### config.mk
export PLATFORM = sky130hd
export DESIGN_NAME = calculator_core_seq
export DESIGN_NICKNAME = d
export VERILOG_FILES = /design/src/rtl/calculator_core_seq.sv
export SDC_FILE = /design/constraint.sdc
export NUM_CORES = 1
export LEC_CHECK = 0
export ABC_AREA = 1
export CAP_MARGIN = 20
export CORE_UTILIZATION = 60
export DETAILED_ROUTE_END_ITERATION = 6
export PLACE_DENSITY = 0.9
export SYNTH_ARGS = -nofsm -noshare
export SYNTH_HDL_FRONTEND = slang
export SYNTH_SLANG_ARGS = --single-unit
### constraint.sdc
create_clock -name IN_clk -period 11.17 [get_ports IN_clk]
set_input_delay 2.234 -clock IN_clk [delete_from_list [all_inputs] [get_ports IN_clk]]
set_output_delay 2.234 -clock IN_clk [all_outputs]
set_load 0.005 [all_outputs]
### src/rtl/calculator_core_seq.sv
// calculator_core_seq
// Sequential unsigned calculator core: add, subtract, shift-add multiply and
// restoring divide, with a start/busy/done handshake. The results are
// registered and held until the next accepted start.
//
// Ports
//   IN_clk             rising-edge system clock
//   IN_reset           asynchronous, active-high reset
//   IN_num1            operand A (unsigned, WIDTH bits)
//   IN_num2            operand B (unsigned, WIDTH bits)
//   IN_operation_code  one-hot opcode: [3] div, [2] mul, [1] sub, [0] add; 0000 = no-op
//   IN_start           request, sampled only in IDLE or DONE
//   OUT_answer         registered result (2*WIDTH); for divide it is {remainder, quotient}
//   OUT_is_negative    subtract only: A < B
//   OUT_error          divide-by-zero or multi-hot opcode
//   OUT_busy           multiply/divide iteration in progress
//   OUT_done           one-cycle pulse: result valid
module calculator_core_seq #(
  parameter int WIDTH = 16
) (
  input  logic                 IN_clk,
  input  logic                 IN_reset,
  input  logic [WIDTH-1:0]     IN_num1,
  input  logic [WIDTH-1:0]     IN_num2,
  input  logic [3:0]           IN_operation_code,
  input  logic                 IN_start,
  output logic [2*WIDTH-1:0]   OUT_answer,
  output logic                 OUT_is_negative,
  output logic                 OUT_error,
  output logic                 OUT_busy,
  output logic                 OUT_done
);

  localparam int CW = $clog2(WIDTH + 1);

  localparam logic [1:0] ST_IDLE = 2'd0;
  localparam logic [1:0] ST_MUL  = 2'd1;
  localparam logic [1:0] ST_DIV  = 2'd2;
  localparam logic [1:0] ST_DONE = 2'd3;

  localparam logic [2:0] K_NOP = 3'd0;
  localparam logic [2:0] K_ADD = 3'd1;
  localparam logic [2:0] K_SUB = 3'd2;
  localparam logic [2:0] K_MUL = 3'd3;
  localparam logic [2:0] K_DIV = 3'd4;
  localparam logic [2:0] K_BAD = 3'd5;

  localparam logic [CW-1:0] CNT_LOAD = CW'(WIDTH);
  localparam logic [CW-1:0] CNT_ONE  = CW'(1);

  logic [1:0]         state_r;
  logic [CW-1:0]      cnt_r;
  logic [WIDTH-1:0]   mcand_r;      // multiplicand A
  logic [2*WIDTH:0]   mul_r;        // {carry, partial high, multiplier / low product}
  logic [WIDTH-1:0]   divisor_r;
  logic [WIDTH-1:0]   rem_r;
  logic [WIDTH-1:0]   quo_r;        // dividend bits shift out, quotient bits shift in

  logic [2:0]         op_kind_s;
  logic [WIDTH:0]     sum_s;
  logic               a_lt_b_s;
  logic [WIDTH-1:0]   diff_s;
  logic [WIDTH:0]     mul_add_s;
  logic [2*WIDTH:0]   mul_next_s;
  logic [WIDTH:0]     div_trial_s;
  logic [WIDTH:0]     div_sub_s;
  logic [WIDTH-1:0]   rem_next_s;
  logic [WIDTH-1:0]   quo_next_s;

  // Decode the one-hot opcode; anything with more than one bit set is an error.
  always_comb begin
    op_kind_s = K_BAD;
    case (IN_operation_code)
      4'b0000: op_kind_s = K_NOP;
      4'b0001: op_kind_s = K_ADD;
      4'b0010: op_kind_s = K_SUB;
      4'b0100: op_kind_s = K_MUL;
      4'b1000: op_kind_s = K_DIV;
      default: op_kind_s = K_BAD;
    endcase
  end

  // Single-cycle arithmetic on the live operands, used only on the accept edge.
  always_comb begin
    sum_s    = {1'b0, IN_num1} + {1'b0, IN_num2};
    a_lt_b_s = (IN_num1 < IN_num2);
    if (a_lt_b_s) begin
      diff_s = IN_num2 - IN_num1;
    end else begin
      diff_s = IN_num1 - IN_num2;
    end
  end

  // One shift-add step: add A into the high half when the multiplier LSB is set,
  // then shift the whole register right by one.
  always_comb begin
    if (mul_r[0]) begin
      mul_add_s = mul_r[2*WIDTH:WIDTH] + {1'b0, mcand_r};
    end else begin
      mul_add_s = mul_r[2*WIDTH:WIDTH];
    end
    mul_next_s = {1'b0, mul_add_s, mul_r[WIDTH-1:1]};
  end

  // One restoring-division step: bring down the next dividend bit and subtract
  // the divisor only if it fits.
  always_comb begin
    div_trial_s = {rem_r, quo_r[WIDTH-1]};
    div_sub_s   = div_trial_s - {1'b0, divisor_r};
    if (div_trial_s >= {1'b0, divisor_r}) begin
      rem_next_s = div_sub_s[WIDTH-1:0];
      quo_next_s = {quo_r[WIDTH-2:0], 1'b1};
    end else begin
      rem_next_s = div_trial_s[WIDTH-1:0];
      quo_next_s = {quo_r[WIDTH-2:0], 1'b0};
    end
  end

  // Control FSM, iteration datapath and registered outputs.
  always_ff @(posedge IN_clk or posedge IN_reset) begin
    if (IN_reset) begin
      state_r         <= ST_IDLE;
      cnt_r           <= {CW{1'b0}};
      mcand_r         <= {WIDTH{1'b0}};
      mul_r           <= {(2*WIDTH+1){1'b0}};
      divisor_r       <= {WIDTH{1'b0}};
      rem_r           <= {WIDTH{1'b0}};
      quo_r           <= {WIDTH{1'b0}};
      OUT_answer      <= {(2*WIDTH){1'b0}};
      OUT_is_negative <= 1'b0;
      OUT_error       <= 1'b0;
      OUT_busy        <= 1'b0;
      OUT_done        <= 1'b0;
    end else begin
      case (state_r)
        ST_IDLE, ST_DONE: begin
          if (IN_start) begin
            // Accept: clear the visible result, then launch the operation.
            OUT_answer      <= {(2*WIDTH){1'b0}};
            OUT_is_negative <= 1'b0;
            OUT_error       <= 1'b0;
            OUT_busy        <= 1'b0;
            OUT_done        <= 1'b1;
            state_r         <= ST_DONE;
            case (op_kind_s)
              K_NOP: begin
                OUT_answer <= {(2*WIDTH){1'b0}};
              end
              K_ADD: begin
                OUT_answer <= {{(WIDTH-1){1'b0}}, sum_s};
              end
              K_SUB: begin
                OUT_answer      <= {{WIDTH{1'b0}}, diff_s};
                OUT_is_negative <= a_lt_b_s;
              end
              K_MUL: begin
                mcand_r  <= IN_num1;
                mul_r    <= {{(WIDTH+1){1'b0}}, IN_num2};
                cnt_r    <= CNT_LOAD;
                OUT_busy <= 1'b1;
                OUT_done <= 1'b0;
                state_r  <= ST_MUL;
              end
              K_DIV: begin
                if (IN_num2 == {WIDTH{1'b0}}) begin
                  OUT_error <= 1'b1;
                end else begin
                  divisor_r <= IN_num2;
                  quo_r     <= IN_num1;
                  rem_r     <= {WIDTH{1'b0}};
                  cnt_r     <= CNT_LOAD;
                  OUT_busy  <= 1'b1;
                  OUT_done  <= 1'b0;
                  state_r   <= ST_DIV;
                end
              end
              default: begin
                OUT_error <= 1'b1;
              end
            endcase
          end else begin
            OUT_done <= 1'b0;
            state_r  <= ST_IDLE;
          end
        end
        ST_MUL: begin
          mul_r <= mul_next_s;
          cnt_r <= cnt_r - CNT_ONE;
          if (cnt_r == CNT_ONE) begin
            OUT_answer <= mul_next_s[2*WIDTH-1:0];
            OUT_busy   <= 1'b0;
            OUT_done   <= 1'b1;
            state_r    <= ST_DONE;
          end
        end
        ST_DIV: begin
          rem_r <= rem_next_s;
          quo_r <= quo_next_s;
          cnt_r <= cnt_r - CNT_ONE;
          if (cnt_r == CNT_ONE) begin
            OUT_answer <= {rem_next_s, quo_next_s};
            OUT_busy   <= 1'b0;
            OUT_done   <= 1'b1;
            state_r    <= ST_DONE;
          end
        end
        default: begin
          OUT_busy <= 1'b0;
          OUT_done <= 1'b0;
          state_r  <= ST_IDLE;
        end
      endcase
    end
  end

endmodule
# Yosys cells after proc, flatten, opt, wreduce, memory -nomap -nowiden
# Index checks and enable logic that the tools add are counted.
[classes]
addsub = 6
multipliers = 0
div = 0
order_cmp = 2
n_eq_ne = 21
n_shift = 0
muxes = 42
bitwise = 1
reduce_logical = 17
[op_table]
columns = ["cell", "count"]
rows = [
  ["16-bit two-way mux", 8],
  ["32-bit two-way mux", 3],
  ["32-bit case mux with 3 select lines", 1],
  ["33-bit two-way mux", 2],
  ["33-bit case mux with 2 select lines", 1],
  ["16-bit case mux with 2 select lines", 2],
  ["16-bit subtractor", 3],
  ["17-bit case mux with 2 select lines", 1],
  ["5-bit case mux with 2 select lines", 2],
  ["16-bit by 16-bit adder with 17-bit output", 1],
  ["17-bit by 16-bit adder with 17-bit output", 1],
  ["17-bit by 16-bit >= comparator with 1-bit output", 1],
  ["17-bit two-way mux", 1],
  ["16-bit logical NOT", 1],
  ["16-bit less-than comparator", 1],
  ["3-bit case mux with 5 select lines", 1],
  ["3-bit AND reduction", 4],
  ["5-bit two-way mux", 2],
  ["1-bit case mux with 2 select lines", 5],
  ["1-bit two-way mux", 9],
  ["2-bit != test, second input constant", 4],
  ["2-bit case mux with 2 select lines", 2],
  ["4-bit AND reduction", 2],
  ["3-bit by 2-bit equality test with 1-bit output, second input constant", 2],
  ["22 further kinds", 29],
]
[word_totals]
reg_bits = 140
latchBits = 0
ram_bits = 0
mem_bits_ro = 0
in_bits = 39
output_inout_bits = 36
word_cells = 101
mem_count = 0

# Longest topological paths before layout
# Gate-level depths: netlist (run 1).
[depth]
word_depth = 6
depth_mapped = 17
ltp_nobuf = 17

# Worst setup path after synthesis (run 1)
# OpenSTA, ideal clock, no wires.
[synth_path]
path_kind = "input to register"
startpoint = "in IN_num1[0]"
endpoint = "reg OUT_answer[8]"
setup_time_ps = 116
arrival_ps = 3836
required_time_ps = 11054
slack_ps = 7218
stages = 15
path_buffers = 1
cell_sequence = "inv_1 ha_1 inv_1 fa_1 nand3_1 nand2_2 nand2_1 nand3_2 a21oi_2 buf_6 nand2_1 nand3_1 nand3_1 nand2_1 nand2_1"
[synth_via]
elab_chain_cells = 5
elab_cells_between_ends = 8
classes_between = "add/sub (3); order compare (1); mux (4)"
[synth_rtl]
columns = ["element", "line", "source"]
rows = [
  ["from (decl)", "23", "input logic [WIDTH-1:0] IN_num1,"],
  ["16-bit subtractor (tied with other cells)", "90", "diff_s = IN_num1 - IN_num2;"],
  ["16-bit two-way mux", "87", "if (a_lt_b_s) begin"],
  ["17-bit case mux with 2 select lines (*)", "145", "case (op_kind_s)"],
  ["32-bit two-way mux (*)", "137", "if (IN_start) begin"],
  ["32-bit case mux with 3 select lines (*)", "135", "case (state_r)"],
  ["to (signal assigned)", "139", "OUT_answer <= {(2*WIDTH){1'b0}};"],
  ["to (signal assigned)", "147", "OUT_answer <= {(2*WIDTH){1'b0}};"],
  ["to (signal assigned)", "150", "OUT_answer <= {{(WIDTH-1){1'b0}}, sum_s};"],
  ["to (decl)", "27", "output logic [2*WIDTH-1:0] OUT_answer,"],
]
# Every way passes the cells marked *; elsewhere a longest branch is shown, timed or not. The select of a mux whose other input is x is not followed.
# A chain may end at the register's enable or synchronous reset.

# Worst setup path after layout (run 1)
[layout_path]
startpoint = "in IN_num2[11]"
endpoint = "reg quo_r[1]"
[layout_via]
elab_chain_cells = 3
[layout_rtl]
columns = ["element", "line", "source"]
rows = [
  ["from (decl)", "24", "input logic [WIDTH-1:0] IN_num2,"],
  ["16-bit logical NOT", "165", "if (IN_num2 == {WIDTH{1'b0}}) begin"],
  ["2-bit != test (no line)", "n/a", ""],
  ["4-bit AND reduction (no line)", "n/a", ""],
  ["to (signal assigned)", "128", "quo_r <= {WIDTH{1'b0}};"],
  ["to (signal assigned)", "169", "quo_r <= IN_num1;"],
  ["to (signal assigned)", "198", "quo_r <= quo_next_s;"],
  ["to (decl)", "57", "logic [WIDTH-1:0] quo_r;"],
]
# Every way passes these cells.

==> flow_summary.html, run 1 <==
<table>
<tr><th>Metric</th><th>Value</th></tr>
<tr><th colspan="2">Floorplanning</th></tr>
<tr><td>Area of the core</td><td>18100 um^2</td></tr>
<tr><td>Total number of placement rows</td><td>49</td></tr>
<tr><td>Initial core utilization</td><td>0.615</td></tr>
<tr><td>Area of the die</td><td>19100 um^2</td></tr>
<tr><td>Die span in y</td><td>138 um</td></tr>
<tr><td>Horizontal extent of the die</td><td>138 um</td></tr>
<tr><td>I/O Pins</td><td>75</td></tr>
<tr><th colspan="2">STA</th></tr>
<tr><td>Worst clock skew on the final layout</td><td>0.00757 ns</td></tr>
<tr><td>Worst hold slack after final layout</td><td>0.481 ns</td></tr>
<tr><td>Setup violators final</td><td>0</td></tr>
<tr><td>Worst-case headroom to the max-slew limit</td><td>0.381</td></tr>
<tr><td>Worst slew pin tran</td><td>0.929 ns</td></tr>
<tr><td>Number of pins exceeding their max-slew limit in the final report</td><td>0</td></tr>
<tr><td>Accumulated negative setup slack</td><td>0 ns</td></tr>
<tr><td>Shortest clock period the worst path allows after layout</td><td>5.10 ns</td></tr>
<tr><td>Final hold vios</td><td>0</td></tr>
<tr><td>Part of the cycle the worst path needs</td><td>0.456</td></tr>
<tr><td>Timing-limited maximum frequency</td><td>0.196 GHz</td></tr>
<tr><td>Unrepaired setup endpoints after global routing</td><td>no</td></tr>
<tr><th colspan="2">CTS</th></tr>
<tr><td>Clock root buffer master</td><td>sky130_fd_sc_hd__clkbuf_16</td></tr>
<tr><td>Number of buffers inserted during clock tree synthesis</td><td>17</td></tr>
<tr><td>H-tree depth</td><td>4</td></tr>
<tr><td>Number of cells upsized or downsized after cts</td><td>0</td></tr>
<tr><td>CTS Hold Bufs</td><td>0</td></tr>
<tr><td>Clk Latency, worst-skew pair</td><td>0.43 ns</td></tr>
<tr><td>Clock tree from TritonCTS</td><td>yes</td></tr>
<tr><td>Post-CTS setup repair buffer count</td><td>0</td></tr>
<tr><td>Largest buffer count on any clock path</td><td>2</td></tr>
<tr><td>Clock-pin transition on the worst setup and hold timing paths</td><td>0.06 ns</td></tr>
<tr><td>Total number of clock tree sinks</td><td>139</td></tr>
<tr><th colspan="2">Synth</th></tr>
<tr><td>Sequential cell area fraction in the yosys report</td><td>0.312</td></tr>
<tr><td>Synthesized cell area</td><td>11100 um^2</td></tr>
<tr><td>Number of different library cells in the post-synthesis netlist</td><td>45</td></tr>
<tr><td>Total number of yosys warnings</td><td>0</td></tr>
<tr><td>Ys flop type</td><td>sky130_fd_sc_hd__dfrtp_1</td></tr>
<tr><td>Share of the synthesized area in compound gates (AO/OA/AOI/OAI)</td><td>0.131</td></tr>
<tr><td>Post-synthesis cell count</td><td>1656</td></tr>
<tr><td>Synthesized area per cell</td><td>6.72 um^2</td></tr>
<tr><td>Share of synthesized cell area in full adder, half adder and majority cells</td><td>0.102</td></tr>
<tr><td>Dominant combinational cell family by area after synthesis</td><td>simple AND/OR/NAND/NOR gates</td></tr>
<tr><td>Synth Register Bits</td><td>139</td></tr>
<tr><td>Post-synthesis xor/xnor area fraction</td><td>0.0205</td></tr>
<tr><td>Multiplexer area fraction after synthesis</td><td>0</td></tr>
<tr><td>Synthesized Nets</td><td>1783</td></tr>
<tr><td>FFs w/ async S/R, synth</td><td>1.00</td></tr>
<tr><td>EDFF count, synth</td><td>0</td></tr>
<tr><td>Simple-gate share of the synthesized area</td><td>0.340</td></tr>
<tr><th colspan="2">Critical path</th></tr>
<tr><td>Most common cell type on the critical path</td><td>sky130_fd_sc_hd__nor2_1</td></tr>
<tr><td>Slowest stage cell on the critical path</td><td>sky130_fd_sc_hd__a21oi_4</td></tr>
<tr><td>Launch point of the worst reg-to-reg path</td><td>state_r[0]$_DFFE_PP0P_</td></tr>
<tr><td>CP endpoint kind</td><td>register</td></tr>
<tr><td>Req. time, crit path</td><td>11.45 ns</td></tr>
<tr><td>Worst setup path start</td><td>IN_num2[11]</td></tr>
<tr><td>Category of the critical setup timing path</td><td>in2reg</td></tr>
<tr><td>Critical Path Max Stage Delay</td><td>0.71 ns</td></tr>
<tr><td>Series of cell instances along the critical path</td><td>clkdlybuf4s50_1 -&gt; inv_1 -&gt; nand4_1 -&gt; nor2_1 -&gt; nand2_1 -&gt; nand2_2 -&gt; nor2_4 -&gt; a21oi_4 -&gt; inv_2 -&gt; nor2_1 -&gt; a31oi_1</td></tr>
<tr><td>Critical path data arrival time</td><td>5.38 ns</td></tr>
<tr><td>Largest fanout of any net on the critical path</td><td>34</td></tr>
<tr><td>Launching element type of the critical path</td><td>input port</td></tr>
<tr><th colspan="2">Global route</th></tr>
<tr><td>Gr ovfl total</td><td>0</td></tr>
<tr><td>First-pass GRT wire length</td><td>56400 um</td></tr>
<tr><td>Number of global-route vias before repair</td><td>11000</td></tr>
<tr><td>Largest net degree at the start of global routing</td><td>76</td></tr>
<tr><td>Gr usage total</td><td>0.376</td></tr>
<tr><td>Initial antenna violation count</td><td>0</td></tr>
<tr><th colspan="2">Placed design</th></tr>
<tr><td>Final HPWL DP</td><td>26000 um</td></tr>
<tr><td>Port bufs</td><td>74</td></tr>
<tr><td>Cell area after placement</td><td>11900 um^2</td></tr>
<tr><td>GPL Wtd Cong</td><td>1.03</td></tr>
<tr><th colspan="2">Power</th></tr>
<tr><td>Design Power</td><td>2960 uW</td></tr>
<tr><td>Max VDD drop</td><td>0.194 mV</td></tr>
<tr><td>Leak</td><td>0.00658 uW</td></tr>
<tr><td>Power Density</td><td>236 nW/um^2</td></tr>
<tr><th colspan="2">Finish</th></tr>
<tr><td>Growth of design area from synthesis to finish</td><td>12.5%</td></tr>
<tr><td>Leading cell type in the layout, fill and taps excluded</td><td>sky130_fd_sc_hd__nand2_1</td></tr>
<tr><td>ANT cells</td><td>0</td></tr>
<tr><td>Nets@finish</td><td>1827</td></tr>
<tr><td>Fraction of final layout cells sized beyond drive strength 1</td><td>0.0555</td></tr>
<tr><td>Total non-filler cell area in the finished layout</td><td>12500 um^2</td></tr>
<tr><td>Most frequent cells in the layout</td><td>sky130_fd_sc_hd__nand2_1, sky130_fd_sc_hd__inv_1, sky130_fd_sc_hd__dfrtp_1</td></tr>
<tr><th colspan="2">Route</th></tr>
<tr><td>Routed len/inst</td><td>17.9 um</td></tr>
<tr><td>Vias</td><td>11500</td></tr>
<tr><td>Detailed-router iteration count before antenna repair</td><td>7</td></tr>
<tr><td>Antenna-violating nets left</td><td>0</td></tr>
<tr><td>Aggregate routed wire length</td><td>34700 um</td></tr>
<tr><td>Initial DRC count</td><td>1175</td></tr>
<tr><td>Per-cell via count in the routed design</td><td>5.90</td></tr>
<tr><td>DRC violation count after routing</td><td>8</td></tr>
<tr><th colspan="2">Run status</th></tr>
<tr><td>Violations in the final reports</td><td>DRC</td></tr>
<tr><td>Result of the run</td><td>complete, but fails checks</td></tr>
<tr><th colspan="2">Min path</th></tr>
<tr><td>Path category of the worst min-delay check</td><td>reg2reg</td></tr>
<tr><td>Hold Startpoint</td><td>OUT_answer[21]$_DFFE_PP0P_</td></tr>
<tr><th colspan="2">Flow run</th></tr>
<tr><td>Number of maximum-capacitance violations</td><td>0</td></tr>
</table>
-- critical path: cells and delay by family --
kind	cells	cell delay, ns
buffers and inverters	3	1.20
AND/OR/NAND/NOR	6	1.13
AO/OA/AOI/OAI	2	0.77
-- sequential cells by signal, summed over array words and instances (netlist names) --
register	flops
OUT_answer	32
OUT_busy	1
OUT_done	1
OUT_error	1
OUT_is_negative	1
cnt_r	5
divisor_r	16
mcand_r	16
mul_r	32
quo_r	16
rem_r	16
state_r	2
-- final timing paths --
check | endpoint | depth (start not counted) | slack, ns
max | quo_r[1]$_DFFE_PP0P_ | 11 | 6.07
min reg2reg | OUT_answer[21]$_DFFE_PP0P_ | 2 | 0.48
max reg2reg | quo_r[1]$_DFFE_PP0P_ | 7 | 7.55
min | OUT_answer[21]$_DFFE_PP0P_ | 2 | 0.48
min in group asynchronous | cnt_r[0]$_DFFE_PP0P_ | 2 | 2.26
max in group asynchronous | divisor_r[9]$_DFFE_PP0P_ | 3 | 7.52
-- per-layer routing --
metal,GRT usage,vias to the layer above,wire length [um]
li1,-,5418,-
met1,0.478,5279,13600
met2,0.599,616,15800
met3,0.0714,144,3330
met4,0.221,0,2000
met5,0,-,0
-- metrics by stage --
stage | worst slack [ns] | util | std cells
after global placement | 5.91 | 0.659 | 1910
after detailed placement | 5.84 | 0.659 | 1910
final | 6.07 | 0.692 | 1941
after global routing | 5.97 | 0.692 | 1941
after floorplan | 5.21 | - | 1656
after CTS | 6.21 | 0.692 | 1941
-- cells in the mapped netlist (3+ instances only) --
| master | count | area share |
|---|---|---|
| sky130_fd_sc_hd__buf_4 | 5 | 0.0034 |
| sky130_fd_sc_hd__xor2_1 | 19 | 0.015 |
| sky130_fd_sc_hd__buf_6 | 3 | 0.0030 |
| sky130_fd_sc_hd__o21ai_0 | 100 | 0.045 |
| sky130_fd_sc_hd__a21oi_1 | 81 | 0.036 |
| sky130_fd_sc_hd__nor3_1 | 13 | 0.0058 |
| sky130_fd_sc_hd__o211ai_1 | 4 | 0.0027 |
| sky130_fd_sc_hd__inv_1 | 191 | 0.064 |
| sky130_fd_sc_hd__nor2_2 | 6 | 0.0034 |
| sky130_fd_sc_hd__nand3_2 | 10 | 0.0090 |
| sky130_fd_sc_hd__a31oi_1 | 38 | 0.021 |
| sky130_fd_sc_hd__nand2_2 | 22 | 0.012 |
| sky130_fd_sc_hd__o21bai_1 | 6 | 0.0040 |
| sky130_fd_sc_hd__dfrtp_1 | 139 | 0.31 |
| sky130_fd_sc_hd__nand2_1 | 555 | 0.19 |
| sky130_fd_sc_hd__inv_2 | 5 | 0.0017 |
| sky130_fd_sc_hd__ha_1 | 83 | 0.093 |
| sky130_fd_sc_hd__nand4_1 | 15 | 0.0084 |
| sky130_fd_sc_hd__o21ai_1 | 16 | 0.0072 |
| sky130_fd_sc_hd__xnor2_1 | 7 | 0.0055 |
| sky130_fd_sc_hd__clkbuf_1 | 22 | 0.0074 |
| sky130_fd_sc_hd__a21o_1 | 7 | 0.0047 |
| sky130_fd_sc_hd__nor2_1 | 123 | 0.041 |
| sky130_fd_sc_hd__nand3_1 | 107 | 0.048 |
| sky130_fd_sc_hd__fa_1 | 5 | 0.0090 |
| sky130_fd_sc_hd__o22ai_1 | 3 | 0.0017 |
| sky130_fd_sc_hd__a21oi_2 | 4 | 0.0031 |
| sky130_fd_sc_hd__nand3b_1 | 20 | 0.013 |
| sky130_fd_sc_hd__buf_2 | 25 | 0.011 |
-- report_power, final --
group          leakage (uW)  internal [uW]  switching (uW)
sequential          0.00174            707             149
clock              0.000288            361             221
combinational       0.00455            522            1000
total               0.00658           1590            1370
-- cell families after synthesis --
group	count (synthesis)
and+or+nand+nor	883
AOI/OAI and AO/OA	265
buffers and inverters	255
DFF	139
adders and majority gates	88
xor gates and xnor gates	26
-- area by class of cell --
cell class,instances,area [um^2]
Timing Repair Buffer,83,808
Multi-Input combinational cell,1262,6610
Tap cell,229,287
Sequential cell,139,3480
Fill cell,1456,5560
Clock buffer,20,457
Clock inverter,11,145
Inverter,197,744
No activity file was read; power rests on OpenSTA's default activity.
==> run 2: changes to the inputs <==
--- a/config.mk
+++ b/config.mk
@@ -7,9 +7,9 @@
 export LEC_CHECK = 0
 export ABC_AREA = 1
 export CAP_MARGIN = 20
-export CORE_UTILIZATION = 60
+export CORE_UTILIZATION = 55
 export DETAILED_ROUTE_END_ITERATION = 6
-export PLACE_DENSITY = 0.9
+export PLACE_DENSITY = 0.87
 export SYNTH_ARGS = -nofsm -noshare
 export SYNTH_HDL_FRONTEND = slang
 export SYNTH_SLANG_ARGS = --single-unit
==> constraint.sdc (replaced) <==
create_clock -name IN_clk -period 4.1 [get_ports IN_clk]
set_input_delay 0.82 -clock IN_clk [delete_from_list [all_inputs] [get_ports IN_clk]]
set_output_delay 0.82 -clock IN_clk [all_outputs]
set_load 0.005 [all_outputs]
==> run 2 against run 1 <==
Net effect:
- the run now ends clean
- critical endpoint is now OUT_answer[12]$_DFFE_PP0P_
- non-clock buffer count rose by 20
- core utilization fell by 4.3 points
- sequential power rose to 2.7 times the previous value
- highest routed layer unchanged
- clock-buffer cell count did not move
- power rose to 2.8 times the previous value
- largest power group unchanged
==> flow_summary.html, run 2 (same netlist as run 1, synthesis figures left out) <==
<table>
<tr><th>Metric</th><th>Value</th></tr>
<tr><th colspan="2">Global route</th></tr>
<tr><td>First-pass GRT wire length</td><td>57400 um</td></tr>
<tr><td>Gr ovfl total</td><td>0</td></tr>
<tr><td>Initial antenna violation count</td><td>0</td></tr>
<tr><td>Largest net degree at the start of global routing</td><td>43</td></tr>
<tr><td>Number of global-route vias before repair</td><td>10900</td></tr>
<tr><td>Gr usage total</td><td>0.370</td></tr>
<tr><th colspan="2">Critical path</th></tr>
<tr><td>Req. time, crit path</td><td>4.48 ns</td></tr>
<tr><td>R2R setup slack</td><td>0.74 ns</td></tr>
<tr><td>Largest fanout of any net on the critical path</td><td>42</td></tr>
<tr><td>Launching element type of the critical path</td><td>register</td></tr>
<tr><td>Critical path data arrival time</td><td>3.74 ns</td></tr>
<tr><td>End of the worst register-to-register path</td><td>OUT_answer[12]$_DFFE_PP0P_</td></tr>
<tr><td>Category of the critical setup timing path</td><td>reg2reg</td></tr>
<tr><td>Depth of the worst register-to-register path</td><td>10</td></tr>
<tr><td>CP endpoint kind</td><td>register</td></tr>
<tr><td>Worst setup path start</td><td>state_r[0]$_DFFE_PP0P_</td></tr>
<tr><td>Launch point of the worst reg-to-reg path</td><td>state_r[0]$_DFFE_PP0P_</td></tr>
<tr><th colspan="2">Min path</th></tr>
<tr><td>Path category of the worst min-delay check</td><td>reg2reg</td></tr>
<tr><td>Endpoint, Worst Hold</td><td>OUT_answer[26]$_DFFE_PP0P_</td></tr>
<tr><td>Hold path depth</td><td>2</td></tr>
<tr><td>Hold Startpoint</td><td>OUT_answer[26]$_DFFE_PP0P_</td></tr>
<tr><th colspan="2">Floorplanning</th></tr>
<tr><td>I/O Pins</td><td>75</td></tr>
<tr><td>Total number of placement rows</td><td>51</td></tr>
<tr><td>Horizontal extent of the die</td><td>144 um</td></tr>
<tr><td>Area of the core</td><td>19700 um^2</td></tr>
<tr><td>Die span in y</td><td>144 um</td></tr>
<tr><td>Area of the die</td><td>20800 um^2</td></tr>
<tr><td>Initial core utilization</td><td>0.566</td></tr>
<tr><th colspan="2">CTS</th></tr>
<tr><td>Total number of clock tree sinks</td><td>139</td></tr>
<tr><td>CTS Hold Bufs</td><td>0</td></tr>
<tr><td>Clock root buffer master</td><td>sky130_fd_sc_hd__clkbuf_16</td></tr>
<tr><td>Clk Latency, worst-skew pair</td><td>0.44 ns</td></tr>
<tr><td>Number of cells upsized or downsized after cts</td><td>0</td></tr>
<tr><td>Clock-pin transition on the worst setup and hold timing paths</td><td>0.07 ns</td></tr>
<tr><td>Largest buffer count on any clock path</td><td>2</td></tr>
<tr><td>Number of buffers inserted during clock tree synthesis</td><td>17</td></tr>
<tr><td>H-tree depth</td><td>4</td></tr>
<tr><td>Clock tree from TritonCTS</td><td>yes</td></tr>
<tr><td>Post-CTS setup repair buffer count</td><td>0</td></tr>
<tr><th colspan="2">STA</th></tr>
<tr><td>Final hold vios</td><td>0</td></tr>
<tr><td>Shortest clock period the worst path allows after layout</td><td>3.36 ns</td></tr>
<tr><td>Timing-limited maximum frequency</td><td>0.297 GHz</td></tr>
<tr><td>Worst hold slack after final layout</td><td>0.486 ns</td></tr>
<tr><td>Accumulated negative setup slack</td><td>0 ns</td></tr>
<tr><td>Number of pins exceeding their max-slew limit in the final report</td><td>0</td></tr>
<tr><td>Worst-case headroom to the max-slew limit</td><td>0.413</td></tr>
<tr><td>Unrepaired setup endpoints after global routing</td><td>no</td></tr>
<tr><td>Worst slew pin tran</td><td>0.881 ns</td></tr>
<tr><td>Setup violators final</td><td>0</td></tr>
<tr><td>Worst clock skew on the final layout</td><td>0.0122 ns</td></tr>
<tr><td>Part of the cycle the worst path needs</td><td>0.820</td></tr>
<tr><td>Worst setup slack after layout</td><td>0.738 ns</td></tr>
<tr><th colspan="2">Finish</th></tr>
<tr><td>Fraction of final layout cells sized beyond drive strength 1</td><td>0.0664</td></tr>
<tr><td>Growth of design area from synthesis to finish</td><td>14.8%</td></tr>
<tr><td>Final Non-Filler Cells</td><td>1998</td></tr>
<tr><td>Total non-filler cell area in the finished layout</td><td>12800 um^2</td></tr>
<tr><td>Most frequent cells in the layout</td><td>sky130_fd_sc_hd__nand2_1, sky130_fd_sc_hd__inv_1, sky130_fd_sc_hd__dfrtp_1</td></tr>
<tr><td>Leading cell type in the layout, fill and taps excluded</td><td>sky130_fd_sc_hd__nand2_1</td></tr>
<tr><td>ANT cells</td><td>0</td></tr>
<tr><td>Nets@finish</td><td>1847</td></tr>
<tr><td>Registers with the most flip-flops</td><td>OUT_answer (32), mul_r (32)</td></tr>
<tr><th colspan="2">Route</th></tr>
<tr><td>DRC violation count after routing</td><td>0</td></tr>
<tr><td>Vias</td><td>11500</td></tr>
<tr><td>Routed len/inst</td><td>18.6 um</td></tr>
<tr><td>Initial DRC count</td><td>1074</td></tr>
<tr><td>Antenna-violating nets left</td><td>0</td></tr>
<tr><td>Per-cell via count in the routed design</td><td>5.74</td></tr>
<tr><td>Aggregate routed wire length</td><td>37300 um</td></tr>
<tr><td>Detailed-router iteration count before antenna repair</td><td>7</td></tr>
<tr><th colspan="2">Power</th></tr>
<tr><td>Switching Power</td><td>3860 uW</td></tr>
<tr><td>Clock share of power</td><td>0.205</td></tr>
<tr><td>Power Density</td><td>648 nW/um^2</td></tr>
<tr><td>Register share of total power</td><td>0.284</td></tr>
<tr><td>Switching share of power</td><td>0.466</td></tr>
<tr><td>Logic pwr share</td><td>0.511</td></tr>
<tr><td>Internal power</td><td>4420 uW</td></tr>
<tr><td>Max VDD drop</td><td>0.441 mV</td></tr>
<tr><td>Leak</td><td>0.00669 uW</td></tr>
<tr><th colspan="2">Placed design</th></tr>
<tr><td>GPL Wtd Cong</td><td>1.04</td></tr>
<tr><td>Pre-CTS setup slack</td><td>0.469 ns</td></tr>
<tr><td>Final HPWL DP</td><td>28100 um</td></tr>
<tr><td>Port bufs</td><td>74</td></tr>
<tr><td>Total instance count after detailed placement</td><td>1965</td></tr>
<tr><td>Cell area after placement</td><td>12100 um^2</td></tr>
<tr><th colspan="2">Run status</th></tr>
<tr><td>Result of the run</td><td>finished, final reports clean</td></tr>
<tr><th colspan="2">Flow run</th></tr>
<tr><td>Number of maximum-capacitance violations</td><td>0</td></tr>
</table>
==> run 2: per-layer routing <==
metal	share of wire	vias up	GRT usage
li1	-	5456	-
met1	0.40	5352	0.446
met2	0.46	533	0.599
met3	0.082	123	0.0987
met4	0.052	0	0.209
met5	0	-	0
==> run 2: final cells by class <==
class / count / area (um^2)
fillers: 1865 / 6880
multi-input cells: 1262 / 6610
flip-flops and latches: 139 / 3480
repair buffers: 103 / 983
inverters: 197 / 743
clock buffers: 20 / 447
well taps: 265 / 332
clock inverters: 12 / 186
==> run 2: worst max path at each step <==
stage                                 end  cells after the start
5_1_grt         OUT_answer[6]$_DFFE_PP0P_                     14
6_report       OUT_answer[12]$_DFFE_PP0P_                     10
3_3_place_gp    OUT_answer[6]$_DFFE_PP0P_                     14
4_1_cts        OUT_answer[12]$_DFFE_PP0P_                     10
3_5_place_dp    OUT_answer[6]$_DFFE_PP0P_                     14
2_1_floorplan   OUT_answer[0]$_DFFE_PP0P_                      1
==> run 2: critical path, stage by stage (launching register included) <==
cell and delay [ns]:
sky130_fd_sc_hd__dfrtp_1 0.35, sky130_fd_sc_hd__inv_1 0.06, sky130_fd_sc_hd__ha_1 0.65, sky130_fd_sc_hd__inv_2 0.13
sky130_fd_sc_hd__buf_4 0.37, sky130_fd_sc_hd__nor2_1 0.12, sky130_fd_sc_hd__nor2_2 0.46, sky130_fd_sc_hd__inv_2 0.49
sky130_fd_sc_hd__a31oi_1 0.47, sky130_fd_sc_hd__nand2_1 0.10, sky130_fd_sc_hd__nand2_1 0.07
==> run 2: power groups by stage <==
stage                     Combinational (uW)  Sequential [uW]  Clock [uW]
final                                   4230             2350        1700
after global routing                    4660             2400        1750
after CTS                               4140             2330        1690
after detailed placement                4080             2330           0
after global placement                  3980             2320           0
after floorplan                         2870             2190           0
==> run 2: metrics by stage <==
stage	utilization	total power, uW
after floorplan	-	5060
after global placement	0.617	6300
after detailed placement	0.617	6420
after CTS	0.650	8160
after global routing	0.650	8800
final	0.650	8280
